### src/rtl/serial_add_pkg.sv
// Shared definitions for the shared bit-serial adder: default width,
// counter sizing and the scheduler state encoding.
package serial_add_pkg;

    localparam int W_DEF = 4;

    // Bit-counter width for a given operand width; never narrower than one bit.
    function automatic int cnt_w(input int w);
        return (w > 1) ? $clog2(w) : 1;
    endfunction

    localparam int CNT_W = cnt_w(W_DEF);

    typedef enum logic [1:0] {
        IDLE  = 2'd0,
        SHIFT = 2'd1,
        DONE  = 2'd2
    } state_t;

endpackage

### src/rtl/serial_add_core.sv
// Bit-serial ripple adder datapath: operand shift registers, carry flop and
// result shift register. Processes one bit per shift, LSB first; after W
// shifts the result register holds the full W-bit sum.
module serial_add_core
    import serial_add_pkg::*;
#(
    parameter int W = W_DEF
) (
    input  logic         clk,
    input  logic         rst,
    input  logic         load,
    input  logic         shift,
    input  logic [W-1:0] a_in,
    input  logic [W-1:0] b_in,
    output logic [W-1:0] res_nxt,
    output logic         cy_nxt
);

    logic [W-1:0] a_q, a_d, b_q, b_d, res_q, res_d;
    logic         cy_q, cy_d;
    logic         sbit;

    // Full-adder on the current LSBs; res_nxt/cy_nxt are what a shift would
    // produce, so the scheduler can capture the final sum on the last shift.
    always_comb begin
        sbit    = a_q[0] ^ b_q[0] ^ cy_q;
        cy_nxt  = (a_q[0] & b_q[0]) | (a_q[0] & cy_q) | (b_q[0] & cy_q);
        res_nxt = {sbit, res_q[W-1:1]};
        a_d     = a_q;
        b_d     = b_q;
        res_d   = res_q;
        cy_d    = cy_q;
        if (load) begin
            a_d   = a_in;
            b_d   = b_in;
            res_d = '0;
            cy_d  = 1'b0;
        end else if (shift) begin
            a_d   = a_q >> 1;
            b_d   = b_q >> 1;
            res_d = res_nxt;
            cy_d  = cy_nxt;
        end
    end

    // Datapath registers, cleared by reset.
    always_ff @(posedge clk) begin
        if (rst) begin
            a_q   <= '0;
            b_q   <= '0;
            res_q <= '0;
            cy_q  <= 1'b0;
        end else begin
            a_q   <= a_d;
            b_q   <= b_d;
            res_q <= res_d;
            cy_q  <= cy_d;
        end
    end

endmodule

### src/rtl/serial_add_sched.sv
// Two-requester round-robin scheduler in front of one bit-serial adder.
// Grant and operand capture happen in IDLE; W SHIFT cycles follow; the
// result is presented with a one-cycle done pulse in DONE.
module serial_add_sched
    import serial_add_pkg::*;
#(
    parameter int W    = W_DEF,
    parameter int NREQ = 2
) (
    input  logic            clk,
    input  logic            rst,
    input  logic [NREQ-1:0] req,
    input  logic [W-1:0]    a0,
    input  logic [W-1:0]    b0,
    input  logic [W-1:0]    a1,
    input  logic [W-1:0]    b1,
    output logic [NREQ-1:0] gnt,
    output logic            busy,
    output logic [W-1:0]    s,
    output logic            c,
    output logic            done,
    output logic            done_id
);

    localparam int             CW       = cnt_w(W);
    localparam logic [CW-1:0]  CNT_LAST = CW'(W - 1);

    state_t        state_q, state_d;
    logic [CW-1:0] cnt_q, cnt_d;
    logic          last_q, last_d;
    logic          cur_q, cur_d;
    logic [W-1:0]  s_q, s_d;
    logic          c_q, c_d;
    logic          id_q, id_d;
    logic          win;
    logic          load, shift;
    logic [W-1:0]  a_sel, b_sel, res_nxt;
    logic          cy_nxt;

    serial_add_core #(.W(W)) u_core (
        .clk     (clk),
        .rst     (rst),
        .load    (load),
        .shift   (shift),
        .a_in    (a_sel),
        .b_in    (b_sel),
        .res_nxt (res_nxt),
        .cy_nxt  (cy_nxt)
    );

    // Round-robin pick: a lone requester wins; on a tie the one not served last wins.
    always_comb begin
        case (req)
            2'b01:   win = 1'b0;
            2'b10:   win = 1'b1;
            2'b11:   win = ~last_q;
            default: win = 1'b0;
        endcase
        a_sel = win ? a1 : a0;
        b_sel = win ? b1 : b0;
    end

    // Next-state and control; reset suppresses grants and datapath enables.
    // s/c are captured from the core's next-shift values on the last SHIFT
    // cycle so they are already valid while done is high.
    always_comb begin
        state_d = state_q;
        cnt_d   = cnt_q;
        last_d  = last_q;
        cur_d   = cur_q;
        s_d     = s_q;
        c_d     = c_q;
        id_d    = id_q;
        gnt     = '0;
        load    = 1'b0;
        shift   = 1'b0;
        if (!rst) begin
            case (state_q)
                IDLE: begin
                    if (req != '0) begin
                        gnt     = win ? 2'b10 : 2'b01;
                        load    = 1'b1;
                        cur_d   = win;
                        cnt_d   = '0;
                        state_d = SHIFT;
                    end
                end
                SHIFT: begin
                    shift = 1'b1;
                    cnt_d = cnt_q + 1'b1;
                    if (cnt_q == CNT_LAST) begin
                        s_d     = res_nxt;
                        c_d     = cy_nxt;
                        id_d    = cur_q;
                        state_d = DONE;
                    end
                end
                DONE: begin
                    last_d  = cur_q;
                    state_d = IDLE;
                end
                default: state_d = IDLE;
            endcase
        end
    end

    // State and result registers; pointer resets to 1 so requester 0 wins the first tie.
    always_ff @(posedge clk) begin
        if (rst) begin
            state_q <= IDLE;
            cnt_q   <= '0;
            last_q  <= 1'b1;
            cur_q   <= 1'b0;
            s_q     <= '0;
            c_q     <= 1'b0;
            id_q    <= 1'b0;
        end else begin
            state_q <= state_d;
            cnt_q   <= cnt_d;
            last_q  <= last_d;
            cur_q   <= cur_d;
            s_q     <= s_d;
            c_q     <= c_d;
            id_q    <= id_d;
        end
    end

    assign busy    = (state_q != IDLE);
    assign done    = (state_q == DONE);
    assign s       = s_q;
    assign c       = c_q;
    assign done_id = id_q;

endmodule

### config.mk
export PLATFORM = sky130hd
export DESIGN_NAME = serial_add_sched
export DESIGN_NICKNAME = d
export VERILOG_FILES = /design/src/rtl/serial_add_pkg.sv /design/src/rtl/serial_add_core.sv /design/src/rtl/serial_add_sched.sv
export SDC_FILE = /design/constraint.sdc
export NUM_CORES = 1
export LEC_CHECK = 0
export CORE_MARGIN = 4
export CORE_UTILIZATION = 46
export DETAILED_ROUTE_END_ITERATION = 10
export PLACE_DENSITY = 0.87
export SYNTH_ARGS = -nofsm -noshare
export SYNTH_HDL_FRONTEND = slang
export SYNTH_SLANG_ARGS = --single-unit
### constraint.sdc
create_clock -name clk -period 1.5 [get_ports clk]
set_input_delay 0.375 -clock clk [delete_from_list [all_inputs] [get_ports clk]]
set_output_delay 0.375 -clock clk [all_outputs]
set_load 0.01 [all_outputs]
# Word level (Yosys, flattened, before mapping)
# Index checks and enable logic that the tools add are counted.
# op_classes
n_eq_ne	7
n_mul	0
muxes	21
n_shift	0
bitwise	8
addsub	1
n_div	0
magnitude_cmp	0
reduce_logical	10
# op_table
op	count
4-bit two-way mux	6
2-bit two-way mux	7
2-bit == test, second input constant	4
2-bit one-hot mux with 2 select lines	2
2-bit AND reduction	4
2-bit nonzero test	4
1-bit two-way mux	5
2-bit != test, second input constant	2
1-bit AND	3
2-bit by 1-bit adder with 2-bit output, second input constant	1
2-bit by 1-bit == test with 1-bit output, second input constant	1
2-bit zero test	1
1-bit OR	2
1-bit one-hot mux with 2 select lines	1
2-bit OR reduction	1
1-bit bitwise XOR	2
1-bit NOT	1
# totals
memories	0
mem_bits_rw	0
latchBits	0
rom_bits	0
word_cells	58
register_bits	25
out_inout_bits	10

# Depth between registers and ports, before layout
# depth
ltp_word	6
mapped_depth	6
ltp_nobuf	4

# Modules after synthesis
# Synthesis repeated with hierarchy kept, for this count alone.
# hier_totals
hier_cells	110
hier_area_um2	1134.8
# modules_own_cells
module	n_inst	area_per_inst_um2	seq_area_each_um2	cells_each
serial_add_sched	1	605.6	240.2	60
serial_add_core	1	529.3	240.2	50

# Worst setup path after synthesis
# Ideal clock, no wire load.
# synth_timing
path_type	input port to output port
startpoint	input port rst
endpoint	output port gnt[0]
stages	5
n_path_buf	2
slack_ps	-32
arrival_time_ps	1157
cell_sequence	buf_2 -> nor3_1 -> o21ai_2 -> buf_2 -> nor2_1
# synth_via
elab_chain_cells	1
# synth_lines
item	line	source
start: declaration	serial_add_sched.sv:11	input logic rst,
2-bit two-way mux	serial_add_sched.sv:77	if (!rst) begin
end: declaration	serial_add_sched.sv:17	output logic [NREQ-1:0] gnt,
# Every way passes these cells.

# Worst setup path in the final report
# layout_timing
startpoint	register state_q[0]
endpoint	output port gnt[0]
# layout_via
elab_chain_cells	3
# layout_lines
item	line	source
start: declaration	serial_add_sched.sv:28	state_t state_q, state_d;
start signal: assignment	serial_add_sched.sv:118	state_q <= state_d;
2-bit zero test	serial_add_sched.sv:78	case (state_q)
2-bit two-way mux	serial_add_sched.sv:78	
2-bit two-way mux	serial_add_sched.sv:77	
# Every way passes these cells.

==> metrics.cfg <==
[synthesis]
synth.top_cell.area_share_pct = 44.7
synth_warnings = 0
yosys_register_bits = 24
syn_area_per_cell_um2 = 9.04
synthTopCellsByArea = dfxtp_1, nand2_1, mux2i_1, a21oi_1, nor2_1
synth_ff_type = dfxtp_1
synthCells = 119
synth_edf_count = 0
synth-seq-area-share_pct = 44.7
synth_area_leader_cell = dfxtp_1
netlist_area_mm2 = 0.00108
synthDistinctLibCells = 29
ys_async_sr_fraction_pct = 0
synth.net_count = 141

[sta]
finalHoldViolCount = 0
fin_skew_ns = 0.00275
finalCritPeriodShare_pct = 105
drv_slew = 0
holdWs_ns = 0.462
setup_slack_ns = -0.0717
max_freq_mhz = 636
rsz0062_at_grt = yes
worstMarginPinSlew_ns = 0.296
relSlewSlack_pct = 80.3
fin_crit_ns = 1.57
report.final.setup_viol = 3

[routing]
met1_length_um = 947
route.met3.wl_um = 163
drc_errors = 0
dr.max_layer_used = met4
firstDrtPassIters = 4
routed_wl_mm = 2.38
ant_nets = 0
routedWlPerCell_um = 12.9
vias_per_cell = 5.35
num_vias = 985
wl_met2_mm = 1.23
drtIter0Drc = 19

[final_layout]
diodes = 0
fin_cells = 184
stdcell_area_mm2 = 0.00148
synthToLayoutAreaGrowth_pct = 37.4
drive_gt1_share_pct = 21.2
finalNetCount = 180

[setup_path]
start_kind = flop
critPathMaxFanout = 3
cp.required_ns = 1.12
worst_setup_path_end_kind = output pin
arrival_ns = 1.20
critPathKind = reg2out

[power]
ir_worst_vdd_mv = 0.566
pwr_density_cell_mw_per_mm2 = 794
power_uw = 1170
p_leak_uw = 0.000623

[clock_tree]
cts-buffers-inserted = 3
cts_tree = done
cts_root_buf = clkbuf_4
clk_latency_ns = 0.31
clk_pin_slew_ns = 0.12
cts_max_path_buffers = 2
clock_sinks = 24
h-tree-depth = 1

[grt]
grt_start_max_net_pins = 25
grt_pass1_vias = 949
gr-total-overflow = 0
grt_pass1_wl_mm = 4.08
antenna_found_initial = 0
grt_usage_pct = 16.2

[worst_hold_path]
min_path_type = reg2reg

[floorplan]
rows = 17
boundaryPins = 30
core_mm2 = 0.00221
initial_utilization_pct = 48.6
die_h_um = 56.4
fp.dieW_um = 56.4
dieArea_mm2 = 0.00318

[placed_design]
place.gp.congestion = 0.780
dp_cells = 179
numPortBuffers = 29
postPlaceCellArea_mm2 = 0.00144
dp_hpwl_mm = 1.81

[run]
maxCapViolations = 0

[run_status]
violations = negative setup slack
outcome = complete, but fails checks

[kinds of logic (layout without fill, tap and decap cells)]
| group | Yosys count | in the layout | share of synthesized area, % |
|---|---|---|---|
| buffers and inverters | 10 | 47 | 5.46 |
| AND/OR/NAND/NOR | 44 | 44 | 18.4 |
| adder cells (fa/ha/maj) | 2 | 2 | 3.02 |
| multiplexers | 12 | 12 | 11.9 |
| AO/OA/AOI/OAI | 27 | 27 | 16.6 |
| flip-flops | 24 | 24 | 44.7 |
[cells in the mapped netlist (all sizes together), types with 4 or more instances]
library cell / number
dfxtp: 24
nand2: 18
nor2: 11
a21oi: 10
mux2: 6
mux2i: 6
nand3: 6
o22ai: 6
a22oi: 5
buf: 5
clkbuf: 4
[layout make-up]
| type | count | area, um^2 |
|---|---|---|
| inverter | 1 | 3.75 |
| timing repair buffer | 43 | 368 |
| sequential | 24 | 487 |
| tap | 28 | 35.0 |
| clock buffer | 3 | 22.5 |
| fill | 187 | 733 |
| multi-input combinational | 85 | 563 |
[per-layer routing]
metal / track usage, % / up-vias
met4: 6.10 / 0
li1: - / 489
met2: 29.2 / 35
met5: 0 / -
met1: 18.5 / 456
met3: 3.45 / 5
[worst max-delay path: stages, from the launching register on]
cell and delay, ns:
dfxtp_2 0.37, buf_6 0.12, nor3_4 0.11, o21ai_2 0.08
nor2_2 0.07, buf_2 0.14
[where the power goes]
part	internal [uW]	switching [uW]	total, uW
Sequential	664	19.1	684
Clock	93.9	178	271
Combinational	127	93.2	220
Total	885	290	1170
[cell usage in the layout (no fill, tap or decap), drive strengths merged, types with 2 or more instances in the layout]
cell type	count
clkbuf	3
o22ai	6
dfxtp	24
nand3	6
mux2	6
a221oi	2
nand2b	2
nor2b	2
buf	18
nand2	18
a21oi	10
nor2	11
mux2i	6
a22oi	5
nor3	2
clkdlybuf4s50	16
dlygate4sd2	9
[final timing paths]
check	slack [ns]	start	cells after the start	endpoint
max	-0.07	state_q[0]	5	gnt[0]
min	0.46	s[1]	2	s[1]
max reg2reg	0.08	state_q[0]	5	u_core.b_q[2]
min reg2reg	0.46	s[1]	2	s[1]
[per-stage QoR]
stage | util (%) | TNS [ns] | worst slack (ns)
global route | 66.9 | -0.336 | -0.144
finish | 66.9 | -0.131 | -0.0717
floorplan | - | 0 | 0.00968
global placement | 65.0 | -4.30 | -0.616
CTS | 66.8 | -0.120 | -0.0723
detailed placement | 65.0 | -4.87 | -0.619
[what timing repair did]
action / CTS / global route
hold buffers: 0 / 0
pin swaps: 1 / 3
setup endpoints to repair: 13 / 4
gates resized for setup: 34 / 1
buffers inserted: 2 / 0
[flip-flops by register name, indices dropped and copies added, names as in the netlist, 2 cells and up]
register      flops
u_core.res_q      3
s                 4
u_core.b_q        4
state_q           2
cnt_q             2
u_core.a_q        4
Power figures use the tool's default switching activity.
